File: src/rtl/rf_writeback_arbiter_if.sv
// ----------------------------------------------------------------------------
// rf_writeback_arbiter_if
//   Bundles the two writeback requesters, the register-file write port, and
//   the decode-side scoreboard signals of rf_writeback_arbiter.
//
//   p0_*      main pipeline writeback (valid/addr/data in, ready out)
//   p1_*      M-extension writeback   (valid/addr/data in, ready out)
//   rf_*      registered register-file write port (we/addr/data)
//   mark_*    decode marks a destination register as pending
//   busy_o    pending-write scoreboard, bit n = register n outstanding
//
//   slave  : used by the arbiter
//   master : used by whatever drives the requesters / decode (e.g. a bench)
// ----------------------------------------------------------------------------
interface rf_writeback_arbiter_if #(
    parameter int DATA_W = 32,
    parameter int ADDR_W = 5
);
    logic              p0_valid_i;
    logic              p0_ready_o;
    logic [ADDR_W-1:0] p0_addr_i;
    logic [DATA_W-1:0] p0_data_i;

    logic              p1_valid_i;
    logic              p1_ready_o;
    logic [ADDR_W-1:0] p1_addr_i;
    logic [DATA_W-1:0] p1_data_i;

    logic              rf_we_o;
    logic [ADDR_W-1:0] rf_addr_o;
    logic [DATA_W-1:0] rf_data_o;

    logic              mark_i;
    logic [ADDR_W-1:0] mark_addr_i;
    logic [31:0]       busy_o;

    modport slave (
        input  p0_valid_i, p0_addr_i, p0_data_i,
        input  p1_valid_i, p1_addr_i, p1_data_i,
        input  mark_i, mark_addr_i,
        output p0_ready_o, p1_ready_o,
        output rf_we_o, rf_addr_o, rf_data_o,
        output busy_o
    );

    modport master (
        output p0_valid_i, p0_addr_i, p0_data_i,
        output p1_valid_i, p1_addr_i, p1_data_i,
        output mark_i, mark_addr_i,
        input  p0_ready_o, p1_ready_o,
        input  rf_we_o, rf_addr_o, rf_data_o,
        input  busy_o
    );
endinterface

File: src/rtl/rf_writeback_arbiter.sv
// ----------------------------------------------------------------------------
// rf_writeback_arbiter
//   Shares the register file's single write port between the main pipeline
//   writeback (p0) and the multi-cycle mul/div unit (p1), and keeps a
//   per-register pending-write scoreboard for decode RAW stalls.
//
//   clk       rising-edge clock
//   reset_i   asynchronous reset, active-high
//   bus       rf_writeback_arbiter_if.slave
//               p0_*/p1_* : valid/ready requesters, ready is combinational
//               rf_*      : registered write port, one cycle after the grant
//               mark_*    : sets scoreboard bit at the next edge
//               busy_o    : scoreboard, bit 0 always 0
// ----------------------------------------------------------------------------
module rf_writeback_arbiter #(
    parameter int DATA_W       = 32,
    parameter int ADDR_W       = 5,
    parameter int STARVE_LIMIT = 4
) (
    input  logic                 clk,
    input  logic                 reset_i,
    rf_writeback_arbiter_if.slave bus
);
    localparam int CNT_W = (STARVE_LIMIT < 1) ? 1 : $clog2(STARVE_LIMIT + 1);

    logic              gnt0;
    logic              gnt1;
    logic              p1_force;

    logic [CNT_W-1:0]  starve_cnt_d, starve_cnt_q;
    logic              rf_we_d,      rf_we_q;
    logic [ADDR_W-1:0] rf_addr_d,    rf_addr_q;
    logic [DATA_W-1:0] rf_data_d,    rf_data_q;
    logic [31:0]       busy_d,       busy_q;

    // p0 has priority unless p1 has been refused STARVE_LIMIT cycles in a row.
    always_comb begin
        p1_force = (starve_cnt_q == CNT_W'(STARVE_LIMIT));
        gnt1     = bus.p1_valid_i && (!bus.p0_valid_i || p1_force);
        gnt0     = bus.p0_valid_i && !gnt1;
    end

    always_comb begin
        starve_cnt_d = starve_cnt_q;
        if (!bus.p1_valid_i || gnt1) begin
            starve_cnt_d = '0;
        end else if (!p1_force) begin
            starve_cnt_d = starve_cnt_q + CNT_W'(1);
        end
    end

    // Writes to x0 complete the handshake but never raise the write enable.
    always_comb begin
        rf_we_d   = 1'b0;
        rf_addr_d = rf_addr_q;
        rf_data_d = rf_data_q;
        if (gnt1) begin
            rf_we_d   = (bus.p1_addr_i != '0);
            rf_addr_d = bus.p1_addr_i;
            rf_data_d = bus.p1_data_i;
        end else if (gnt0) begin
            rf_we_d   = (bus.p0_addr_i != '0);
            rf_addr_d = bus.p0_addr_i;
            rf_data_d = bus.p0_data_i;
        end
    end

    // Clear on the edge the register file captures the data; a mark at the
    // same edge is applied afterwards so the newer producer stays pending.
    always_comb begin
        busy_d = busy_q;
        if (rf_we_q) begin
            busy_d[rf_addr_q] = 1'b0;
        end
        if (bus.mark_i && (bus.mark_addr_i != '0)) begin
            busy_d[bus.mark_addr_i] = 1'b1;
        end
        busy_d[0] = 1'b0;
    end

    always_ff @(posedge clk or posedge reset_i) begin
        if (reset_i) begin
            starve_cnt_q <= '0;
            rf_we_q      <= 1'b0;
            rf_addr_q    <= '0;
            rf_data_q    <= '0;
            busy_q       <= '0;
        end else begin
            starve_cnt_q <= starve_cnt_d;
            rf_we_q      <= rf_we_d;
            rf_addr_q    <= rf_addr_d;
            rf_data_q    <= rf_data_d;
            busy_q       <= busy_d;
        end
    end

    assign bus.p0_ready_o = gnt0;
    assign bus.p1_ready_o = gnt1;
    assign bus.rf_we_o    = rf_we_q;
    assign bus.rf_addr_o  = rf_addr_q;
    assign bus.rf_data_o  = rf_data_q;
    assign bus.busy_o     = busy_q;
endmodule

File: src/flat_wrapper.sv
// flat-port wrapper written by rule: the top's interface ports become plain ports
module rf_writeback_arbiter_flat 
#(
    parameter int DATA_W       = 32,
    parameter int ADDR_W       = 5,
    parameter int STARVE_LIMIT = 4
)
  (clk, reset_i, bus_p0_valid_i, bus_p0_addr_i, bus_p0_data_i, bus_p1_valid_i, bus_p1_addr_i, bus_p1_data_i, bus_mark_i, bus_mark_addr_i, bus_p0_ready_o, bus_p1_ready_o, bus_rf_we_o, bus_rf_addr_o, bus_rf_data_o, bus_busy_o);
  rf_writeback_arbiter_if #(.DATA_W(DATA_W), .ADDR_W(ADDR_W)) bus_i ();
  input  logic clk;
  input  logic reset_i;
  input wire logic [$bits(bus_i.p0_valid_i)-1:0] bus_p0_valid_i;
  input wire logic [$bits(bus_i.p0_addr_i)-1:0] bus_p0_addr_i;
  input wire logic [$bits(bus_i.p0_data_i)-1:0] bus_p0_data_i;
  input wire logic [$bits(bus_i.p1_valid_i)-1:0] bus_p1_valid_i;
  input wire logic [$bits(bus_i.p1_addr_i)-1:0] bus_p1_addr_i;
  input wire logic [$bits(bus_i.p1_data_i)-1:0] bus_p1_data_i;
  input wire logic [$bits(bus_i.mark_i)-1:0] bus_mark_i;
  input wire logic [$bits(bus_i.mark_addr_i)-1:0] bus_mark_addr_i;
  output wire logic [$bits(bus_i.p0_ready_o)-1:0] bus_p0_ready_o;
  output wire logic [$bits(bus_i.p1_ready_o)-1:0] bus_p1_ready_o;
  output wire logic [$bits(bus_i.rf_we_o)-1:0] bus_rf_we_o;
  output wire logic [$bits(bus_i.rf_addr_o)-1:0] bus_rf_addr_o;
  output wire logic [$bits(bus_i.rf_data_o)-1:0] bus_rf_data_o;
  output wire logic [$bits(bus_i.busy_o)-1:0] bus_busy_o;
  assign bus_i.p0_valid_i = bus_p0_valid_i;
  assign bus_i.p0_addr_i = bus_p0_addr_i;
  assign bus_i.p0_data_i = bus_p0_data_i;
  assign bus_i.p1_valid_i = bus_p1_valid_i;
  assign bus_i.p1_addr_i = bus_p1_addr_i;
  assign bus_i.p1_data_i = bus_p1_data_i;
  assign bus_i.mark_i = bus_mark_i;
  assign bus_i.mark_addr_i = bus_mark_addr_i;
  assign bus_p0_ready_o = bus_i.p0_ready_o;
  assign bus_p1_ready_o = bus_i.p1_ready_o;
  assign bus_rf_we_o = bus_i.rf_we_o;
  assign bus_rf_addr_o = bus_i.rf_addr_o;
  assign bus_rf_data_o = bus_i.rf_data_o;
  assign bus_busy_o = bus_i.busy_o;
  rf_writeback_arbiter #(.DATA_W(DATA_W), .ADDR_W(ADDR_W), .STARVE_LIMIT(STARVE_LIMIT)) u_core (.clk(clk), .reset_i(reset_i), .bus(bus_i));
endmodule
File: config.mk
export PLATFORM = sky130hd
export DESIGN_NAME = rf_writeback_arbiter_flat
export DESIGN_NICKNAME = d
export VERILOG_FILES = /design/src/rtl/rf_writeback_arbiter_if.sv /design/src/rtl/rf_writeback_arbiter.sv /design/src/flat_wrapper.sv
export SDC_FILE = /design/constraint.sdc
export NUM_CORES = 1
export LEC_CHECK = 0
export BUFFER_PORTS_ARGS = -buffer_cell sky130_fd_sc_hd__buf_2
export CORE_ASPECT_RATIO = 0.6
export CORE_MARGIN = 2
export CORE_UTILIZATION = 49
export CTS_CLUSTER_SIZE = 40
export DETAILED_ROUTE_END_ITERATION = 8
export HOLD_SLACK_MARGIN = 0.15
export PLACE_DENSITY = 0.84
export SYNTH_ARGS = -nofsm -noshare
export SYNTH_HDL_FRONTEND = slang
export SYNTH_SLANG_ARGS = --single-unit
File: constraint.sdc
create_clock -name clk -period 5.35 [get_ports clk]
set_input_delay 0.8025 -clock clk [delete_from_list [all_inputs] [get_ports clk]]
set_output_delay 0.8025 -clock clk [all_outputs]
set_load 0.02 [all_outputs]
==> results of run 1 <==
[flip-flops by register name, summed over array words and instances, names as in the netlist]
name	cells
u_core.starve_cnt_q	3
u_core.bus.rf_addr_o	5
u_core.bus.rf_data_o	32
u_core.bus.busy_o	31
u_core.bus.rf_we_o	1
[layout make-up]
type / count / area (µm²)
Fill cell: 513 / 1919
Sequential cell: 72 / 1802
Multi-Input combinational cell: 184 / 1226
Timing Repair Buffer: 156 / 785.8
Clock buffer: 11 / 151.4
Tap cell: 84 / 105.1
Clock inverter: 5 / 102.6
Inverter: 5 / 18.77
[per-stage QoR]
step	power (mW)	instance area [µm²]	setup WS, ns	hold WS [ns]
floorplan	0.9866	3110	2.723	0.4297
global placement	1.167	3938	2.853	0.4433
detailed placement	1.184	3938	2.823	0.4583
CTS	1.719	4192	2.752	0.4687
global route	1.795	4192	2.624	0.5017
finish	1.711	4192	2.754	0.4685
[power breakdown]
part	switching [mW]	leakage, nW	internal (mW)
sequential	0.0631	0.842	0.655
combinational	0.293	1.02	0.165
clock	0.200	0.126	0.334
total	0.556	1.99	1.15
[cells in the mapped netlist (all sizes together), types with 2 or more instances]
cell / count
nand3: 6
nand3b: 10
and2: 37
clkbuf: 4
inv: 5
or3: 2
o21ai: 62
nand2: 5
buf: 8
a221o: 36
ha: 2
nor3: 2
nor2: 7
dfrtp: 72
or3b: 6
[worst max-delay path by stage]
stage | from | to | slack [ns] | depth (start not counted)
2_1_floorplan | reset_i | u_core.bus.busy_o[10] | 2.72 | 1
3_3_place_gp | bus_p1_valid_i | bus_p0_ready_o | 2.85 | 4
3_5_place_dp | bus_p1_valid_i | bus_p0_ready_o | 2.82 | 4
4_1_cts | u_core.starve_cnt_q[0] | bus_p0_ready_o | 2.75 | 5
5_1_grt | u_core.starve_cnt_q[0] | bus_p0_ready_o | 2.62 | 5
6_report | u_core.starve_cnt_q[0] | bus_p0_ready_o | 2.75 | 5
[worst max-delay path, cell delays in order, from the launching register on]
cell and delay [ns]:
dfrtp_1 0.38, inv_1 0.05, ha_1 0.22, nand3_1 0.11, and2_4 0.42, buf_2 0.25
[metal layers]
| layer | share of wire (%) | wire length (µm) |
|---|---|---|
| met1 | 45 | 4014 |
| met2 | 47 | 4258 |
| met3 | 7.2 | 649 |
| met4 | 0.81 | 73 |
| met5 | 0 | 0 |
[kinds of logic (layout without fill, tap and decap cells)]
family                     Yosys count  in the layout  synth area share [%]
buffers and inverters               17            177                 2.856
adders and majority gates            2              2                0.8044
AOI/OAI and AO/OA                  102            102                 22.45
other                                1              1                0.1206
muxes                                2              2                0.6838
DFF                                 72             72                 57.92
and+or+nand+nor                     77             77                 15.17
==> flow_summary_export.csv, run 1 <==
group,metric,value,unit
run_status,status,"complete, no violations",
pwr,powerDensity,408.1,mW/mm²
yosys,syn_inst,273,
cells_and_area,layout_commonest_cell,"buf_2",
grt,grt_pass1_vias,2642,
cells_and_area,final_layout_size_suffix_gt1_share,42.26,%
grt,antenna_found_initial,0,
yosys,ys_seq_area_share,57.92,%
yosys,yosys.area.top_type_share,57.92,%
clock_tree,cts_root_buf,"clkbuf_8",
yosys,synthTopCellsByArea,"dfrtp_1 (58%), a221o_1 (12%), o21ai_0 (10%)",
clock_tree,clock_path_buffers,2,
floorplanning,initial_core_util,50.90,%
placement,gp_congestion,0.8849,
setup_path,timing.rr.start,"u_core.starve_cnt_q[0]",
cells_and_area,antenna_cells,0,
route,first_pass_iters,5,
grt,overflow,0,
pwr,max-vdd-ir-drop,248.1,µV
setup_path,cp_max_fo,39,
sta,hold_viol_final,0,
setup_path,critical_path_required,4.55,ns
sta,fin_skew,0.01038,ns
floorplanning,core_area,0.006111,mm²
cells_and_area,area_growth,34.75,%
route,routed_wl,8995,µm
yosys,yosysTopAreaCell,"dfrtp_1",
placement,dp_hpwl,6427,µm
sta,min_period,2.596,ns
clock_tree,cts_resized,0,
setup_path,r2r_setup_slack,3.62,ns
grt,grt_pass1_wl,13540,µm
yosys,netlist-cell-type-count,27,
yosys,ys_ff_latch,72,
route,ant_nets,0,
yosys,synth.avg_cell_area,11.39,µm²
sta,setup_viol,0,
sta,fin_tns_setup,0,ns
setup_path,crit_arrival,1.79,ns
route,vias,2931,
yosys,synth_warnings,0,
route,wl_per_cell,17.40,µm
yosys,ys_async_sr_fraction,100.0,%
floorplanning,io_pins,156,
sta,final_max_slew_viol_count,0,
grt,grt_max_degree,73,
sta,max_freq,0.3852,GHz
cells_and_area,final_core_util,68.59,%
yosys,synth_flop_cell,"dfrtp_1",
hold_path,holdPathEnd,"u_core.starve_cnt_q[0]",
grt,grt_usage,25.84,%
cells_and_area,final_nets,514,
floorplanning,dieHeight,65.72,µm
clock_tree,clk_pin_slew,0.08,ns
floorplanning,die-area,0.007022,mm²
floorplanning,rows,22,
sta,slew-limit-headroom,26.02,%
route,drtIter0Drc,228,
hold_path,min_from,"u_core.starve_cnt_q[0]",
grt,grt_use_met1,36.22,%
route,via_per_inst,5.669,
clock_tree,cts_buffers,9,
grt,gr-usage-met2,39.57,%
clock_tree,htreeDepth,3,
clock_tree,cts.hold.buffers_added,0,
setup_path,critical_path_class,"reg -> out",
route,drc,0,
yosys,syn_nets,359,
clock_tree,clk_latency,0.34,ns
pwr,p_leak,1.988,nW
sta,tightest_slew,1.109,ns
hold_path,hold_class,"reg -> reg",
clock_tree,cts_sinks,72,
clock_tree,post_cts_buffers,0,
grt,met3_usage,7.837,%
cells_and_area,layout_common_cells,"buf_2 (154), dfrtp_1 (72), o21ai_0 (62)",
placement,port_buffers,154,
sta,min_period_over_period,48.53,%
cells_and_area,layoutNonFillerInstCount,517,
yosys,synth_area,0.003110,mm²
floorplanning,fp.dieW,106.9,µm
placement,dp.cells,501,
setup_path,end_kind,"output pin",
yosys,synth-edff-count,0,
hold_path,hold-path-cell-count,1,
clock_tree,cts_tree,"done",
job,maxCapViolCount,0,
sta,rsz0062_at_grt,"false",
grt,grt-busiest-layer,"met2",
setup_path,rr_endpoint,"u_core.bus.rf_data_o[4]",
setup_path,start_kind,"flip-flop",
setup_path,reg2reg_depth,6,
Power figures use the tool's default switching activity.
==> inputs of run 2 (changes only) <==
Settings changed: CORE_UTILIZATION 49 to 46, PLACE_DENSITY 0.84 to 0.79.
Clock period 5.35 ns to 2.6 ns, I/O delays scaled along.
==> run 2 against run 1 <==
Effect of this change: cell area grew 1.2%; global-route usage shrank 0.55 points; combinational power grew 110%; clock power grew 120%; clock skew shrank 0.0029 ns; non-clock buffer count is the same; flip-flop and latch count is the same; critical path type unchanged; critical endpoint unchanged; largest power group unchanged.
==> flow_summary_export.csv, run 2 (synthesized netlist as in run 1, its figures left out) <==
group,metric,value,unit
run_status,status,"complete, no violations",
clock_tree,clock_path_buffers,2,
clock_tree,cts_resized,0,
clock_tree,clk_pin_slew,0.06,ns
route,wl_per_cell,18.09,µm
floorplanning,io_pins,156,
floorplanning,core_area,0.006619,mm²
setup_path,reg2reg_depth,6,
placement,gp_congestion,0.9364,
route,ant_nets,0,
cells_and_area,multi_input_area,0.001226,mm²
sta,tightest_slew,1.153,ns
cells_and_area,largest_reg_flops,32,
floorplanning,rows,23,
grt,grt_usage,25.29,%
sta,max_freq,0.4601,GHz
clock_tree,cts_tree,"done",
clock_tree,post_cts_buffers,0,
sta,hold_viol_final,0,
clock_tree,clk_latency,0.32,ns
grt,grt_max_degree,40,
setup_path,crit_arrival,1.78,ns
route,via_per_inst,5.601,
floorplanning,die-area,0.007457,mm²
sta,fin_tns_setup,0,ns
cells_and_area,layout_commonest_cell,"buf_2",
clock_tree,cts_sinks,72,
setup_path,end_kind,"output pin",
placement,port_buffers,154,
setup_path,start_kind,"flip-flop",
cells_and_area,fillers,553,
grt,grt_pass1_wl,14020,µm
setup_path,cp_max_fo,39,
grt,antenna_found_initial,0,
floorplanning,fp.dieW,110.2,µm
cells_and_area,layout_common_cells,"buf_2 (154), dfrtp_1 (72), o21ai_0 (62)",
setup_path,timing.rr.start,"u_core.starve_cnt_q[0]",
clock_tree,cts.hold.buffers_added,0,
clock_tree,htreeDepth,3,
cells_and_area,final_core_util,64.08,%
placement,dp_hpwl,6766,µm
setup_path,critical_path_required,2.21,ns
sta,rsz0062_at_grt,"false",
grt,overflow,0,
sta,min_period,2.174,ns
sta,min_period_over_period,83.60,%
route,drc,0,
job,maxCapViolCount,0,
setup_path,rr_endpoint,"u_core.bus.rf_data_o[9]",
pwr,powerDensity,855.0,mW/mm²
cells_and_area,antenna_cells,0,
setup_path,critical_path_class,"reg -> out",
pwr,finalPower,3.626,mW
route,vias,2907,
pwr,max-vdd-ir-drop,438.9,µV
clock_tree,cts_root_buf,"clkbuf_16",
floorplanning,initial_core_util,46.99,%
sta,final_max_slew_viol_count,0,
floorplanning,dieHeight,67.70,µm
route,drtIter0Drc,200,
sta,hold-worst-slack,0.2069,ns
hold_path,hold_class,"in -> async",
sta,setup_viol,0,
cells_and_area,final_layout_size_suffix_gt1_share,41.90,%
clock_tree,cts_buffers,9,
cells_and_area,area_growth,36.36,%
grt,grt_pass1_vias,2769,
cells_and_area,seq_area,0.001802,mm²
pwr,p_leak,2.012,nW
cells_and_area,final_nets,514,
route,routed_wl,9389,µm
setup_path,r2r_setup_slack,0.80,ns
sta,slew-limit-headroom,23.08,%
route,first_pass_iters,5,
sta,fin_skew,0.007494,ns
run 2: layer usage:
metal  vias up  share of wire (%)  global-route usage, %  routed length (µm)
li1       1333                  -                      -                   -
met5         -                  0                      0                   0
met2       132                 47                  37.73                4380
met3        15                8.4                  6.853                 786
met4         0                1.8                  9.375                 169
met1      1427                 43                  35.53                4053
run 2: cell type report:
class                      count  share of cell area (%)
inverter                       5                  0.4425
clock inverter                 4                   1.062
sequential                    72                   42.48
timing repair buffer         156                   18.82
tap                           87                   2.566
multi-input combinational    184                   28.91
clock buffer                  11                   5.723
run 2: power breakdown:
| part | switching, mW | internal [mW] | leakage [nW] |
|---|---|---|---|
| clock network | 0.436 | 0.758 | 0.145 |
| logic | 0.608 | 0.341 | 1.03 |
| registers | 0.131 | 1.35 | 0.842 |
run 2: how the worst max path moves through the flow:
stage | from | to | slack [ns] | cells after the start
final | u_core.starve_cnt_q[0] | bus_p0_ready_o | 0.43 | 5
after floorplan | reset_i | u_core.bus.busy_o[10] | 0.39 | 1
after global placement | bus_p0_valid_i | u_core.bus.rf_data_o[9] | 0.79 | 4
after CTS | u_core.starve_cnt_q[0] | bus_p0_ready_o | 0.41 | 5
after global routing | u_core.starve_cnt_q[0] | bus_p0_ready_o | 0.31 | 5
after detailed placement | bus_p0_valid_i | u_core.bus.rf_data_o[16] | 0.69 | 4
run 2: metrics by stage:
step                      std cells  cell area, µm²  worst slack [ns]
after floorplan                 273            3110            0.3851
after global placement          504            3954            0.7860
after detailed placement        504            3954            0.6923
after CTS                       519            4242            0.4072
after global routing            519            4242            0.3150
final                           519            4242            0.4264
run 2: worst max-delay path, stage by stage (launching register included):
cell and delay [ns]:
dfrtp_1 0.37, inv_1 0.05, ha_1 0.22, nand3_1 0.11
and2_4 0.44, buf_2 0.25
==> inputs of run 3 (changes only) <==
Clock period 2.6 ns to 2.2 ns, I/O delays scaled along.
==> run 3 against run 2 <==
Effect of this change: count of clock-buffer cells in the layout unchanged; clock power is 30% higher; clock skew decreased by 0.00070 ns; critical path depth unchanged; global-route usage fell by 1.1 points; final cell count rose by 0.77%; power rose by 22%; setup slack worse by 0.23 ns; combinational power increased by 18%; register-to-register slack worse by 0.32 ns.
==> flow_summary_export.csv, run 3 (synthesized netlist as in run 1, its figures left out) <==
group,metric,value,unit
run_status,status,"complete, no violations",
floorplanning,dieHeight,67.70,µm
setup_path,crit_slowest_cell,"dfrtp_1",
placement,preCtsSetupSlack,0.3675,ns
setup_path,end_kind,"output pin",
pwr,seqPwrFrac,39.6,%
cells_and_area,multi_input_area,0.001234,mm²
grt,overflow,0,
placement,dp.cells,506,
setup_path,start_kind,"flip-flop",
sta,setup_slack,0.1962,ns
floorplanning,fp.dieW,110.2,µm
pwr,max-vdd-ir-drop,451.5,µV
hold_path,hold_class,"in -> reg",
floorplanning,die-area,0.007457,mm²
setup_path,critical_path_class,"reg -> out",
placement,port_buffers,154,
sta,fin_tns_setup,0,ns
cells_and_area,layout_commonest_cell,"buf_2",
setup_path,timing.rr.start,"u_core.starve_cnt_q[0]",
pwr,power_frac_comb,25.2,%
pwr,power_frac_clock,35.1,%
route,via_per_inst,5.654,
hold_path,hold-path-cell-count,2,
route,wl_per_cell,17.34,µm
cells_and_area,final_core_util,65.10,%
setup_path,rr_endpoint,"u_core.bus.rf_data_o[15]",
grt,grt_usage,24.24,%
clock_tree,clk_pin_slew,0.06,ns
pwr,swShare,31.56,%
sta,min_period,2.004,ns
sta,hold_viol_final,0,
cells_and_area,final_layout_size_suffix_gt1_share,42.20,%
setup_path,path_cells,"inv_1 > ha_1 > nand3_1 > and2_4 > buf_2",
clock_tree,post_cts_buffers,0,
clock_tree,cts_buffers,9,
floorplanning,io_pins,156,
placement,placed_area,0.003969,mm²
grt,antenna_found_initial,0,
sta,min_period_over_period,91.08,%
clock_tree,cts_tree,"done",
route,vias,2957,
clock_tree,cts_root_buf,"clkbuf_16",
pwr,powerDensity,1026,mW/mm²
setup_path,slowest_delay,0.37,ns
grt,grt_pass1_wl,13420,µm
setup_path,crit_family,"simple AND/OR/NAND/NOR gates",
clock_tree,clock_path_buffers,2,
floorplanning,rows,23,
route,first_pass_iters,4,
grt,grt_max_degree,73,
route,routed_wl,9070,µm
sta,fin_skew,0.006797,ns
hold_path,min_from,"bus_p0_data_i[5]",
floorplanning,initial_core_util,46.99,%
cells_and_area,layoutNonFillerInstCount,523,
cells_and_area,largest_reg_flops,32,
grt,grt_pass1_vias,2751,
cells_and_area,antenna_cells,0,
sta,tightest_slew,1.101,ns
route,drc,0,
cells_and_area,area_growth,38.54,%
setup_path,cp_max_fo,25,
clock_tree,clk_latency,0.32,ns
sta,rsz0062_at_grt,"false",
placement,gp_congestion,0.8974,
cells_and_area,fillers,568,
route,drtIter0Drc,210,
sta,final_max_slew_viol_count,0,
pwr,switchingPower,1.395,mW
clock_tree,cts_sinks,72,
sta,slew-limit-headroom,26.50,%
pwr,p_leak,2.038,nW
setup_path,crit_buf_inv,2,
floorplanning,core_area,0.006619,mm²
setup_path,critical_path_required,1.87,ns
setup_path,r2r_setup_slack,0.48,ns
cells_and_area,layout_common_cells,"buf_2 (154), dfrtp_1 (72), o21ai_0 (62)",
hold_path,holdPathEnd,"u_core.bus.rf_data_o[5]",
cells_and_area,final_nets,517,
setup_path,crit_arrival,1.67,ns
sta,setup_viol,0,
pwr,internal-power,3.025,mW
placement,dp_hpwl,6602,µm
route,ant_nets,0,
clock_tree,htreeDepth,3,
setup_path,reg2reg_depth,6,
cells_and_area,final_area,0.004309,mm²
sta,max_freq,0.4991,GHz
job,maxCapViolCount,0,
cells_and_area,seq_area,0.001802,mm²
setup_path,setup.worst_path.start,"u_core.starve_cnt_q[0]",
==> run 3: changes by cell type in the layout (fill, tap and decap cells not counted), sizes merged <==
cell,change
dlygate4sd3,+1
bufinv,+1
clkinvlp,+2
clkinv,-2
buf,+2
==> run 3: metrics by stage <==
step	power (mW)	hold slack (ns)
after detailed placement	2.880	0.4423
after global placement	2.848	0.4382
after CTS	4.442	0.2299
after floorplan	2.399	0.4297
after global routing	4.635	0.2286
final	4.420	0.2338
==> run 3: worst max-delay path by stage <==
stage                              end  slack, ns  cells past startpoint
2_1_floorplan    u_core.bus.busy_o[10]       0.05                      1
3_3_place_gp   u_core.bus.rf_data_o[2]       0.43                      4
3_5_place_dp   u_core.bus.rf_data_o[9]       0.37                      4
4_1_cts                 bus_p1_ready_o       0.09                      5
5_1_grt                 bus_p0_ready_o       0.09                      5
6_report                bus_p0_ready_o       0.20                      5
==> run 3: power groups by stage <==
stage	Sequential, mW	Clock [mW]	Combinational [mW]
finish	1.75	1.55	1.12
global route	1.78	1.65	1.21
CTS	1.75	1.57	1.12
detailed placement	1.77	0	1.11
global placement	1.76	0	1.09
floorplan	2.09	0	0.312
==> run 3: worst register-to-register path: stages, from the launching register on <==
cell,delay [ns]
dfrtp_1,0.40
inv_1,0.06
ha_1,0.19
nand3_1,0.12
and2_4,0.27
buf_4,0.24
a221o_1,0.32
==> run 3: what timing repair did <==
| action | 4_1_cts | 5_1_grt |
|---|---|---|
| hold buffers | 1 | 0 |
| setup endpoints to repair | 0 | 1 |
| endpoints found under the hold margin | 72 | 0 |
| resized for setup | 0 | 1 |
==> run 3: layout make-up <==
type	count	area share, %
timing repair buffer	159	19.11
sequential	72	41.81
multi-input combinational	184	28.63
clock inverter	5	1.858
clock buffer	11	5.633
tap	87	2.526
inverter	5	0.4355
==> run 3: per-layer routing <==
layer / global-route usage, % / routed length (µm) / up-vias
met5: 0 / 0 / -
li1: - / - / 1334
met3: 5.985 / 744 / 16
met4: 8.125 / 120 / 0
met2: 37.12 / 4199 / 136
met1: 34.03 / 4005 / 1471
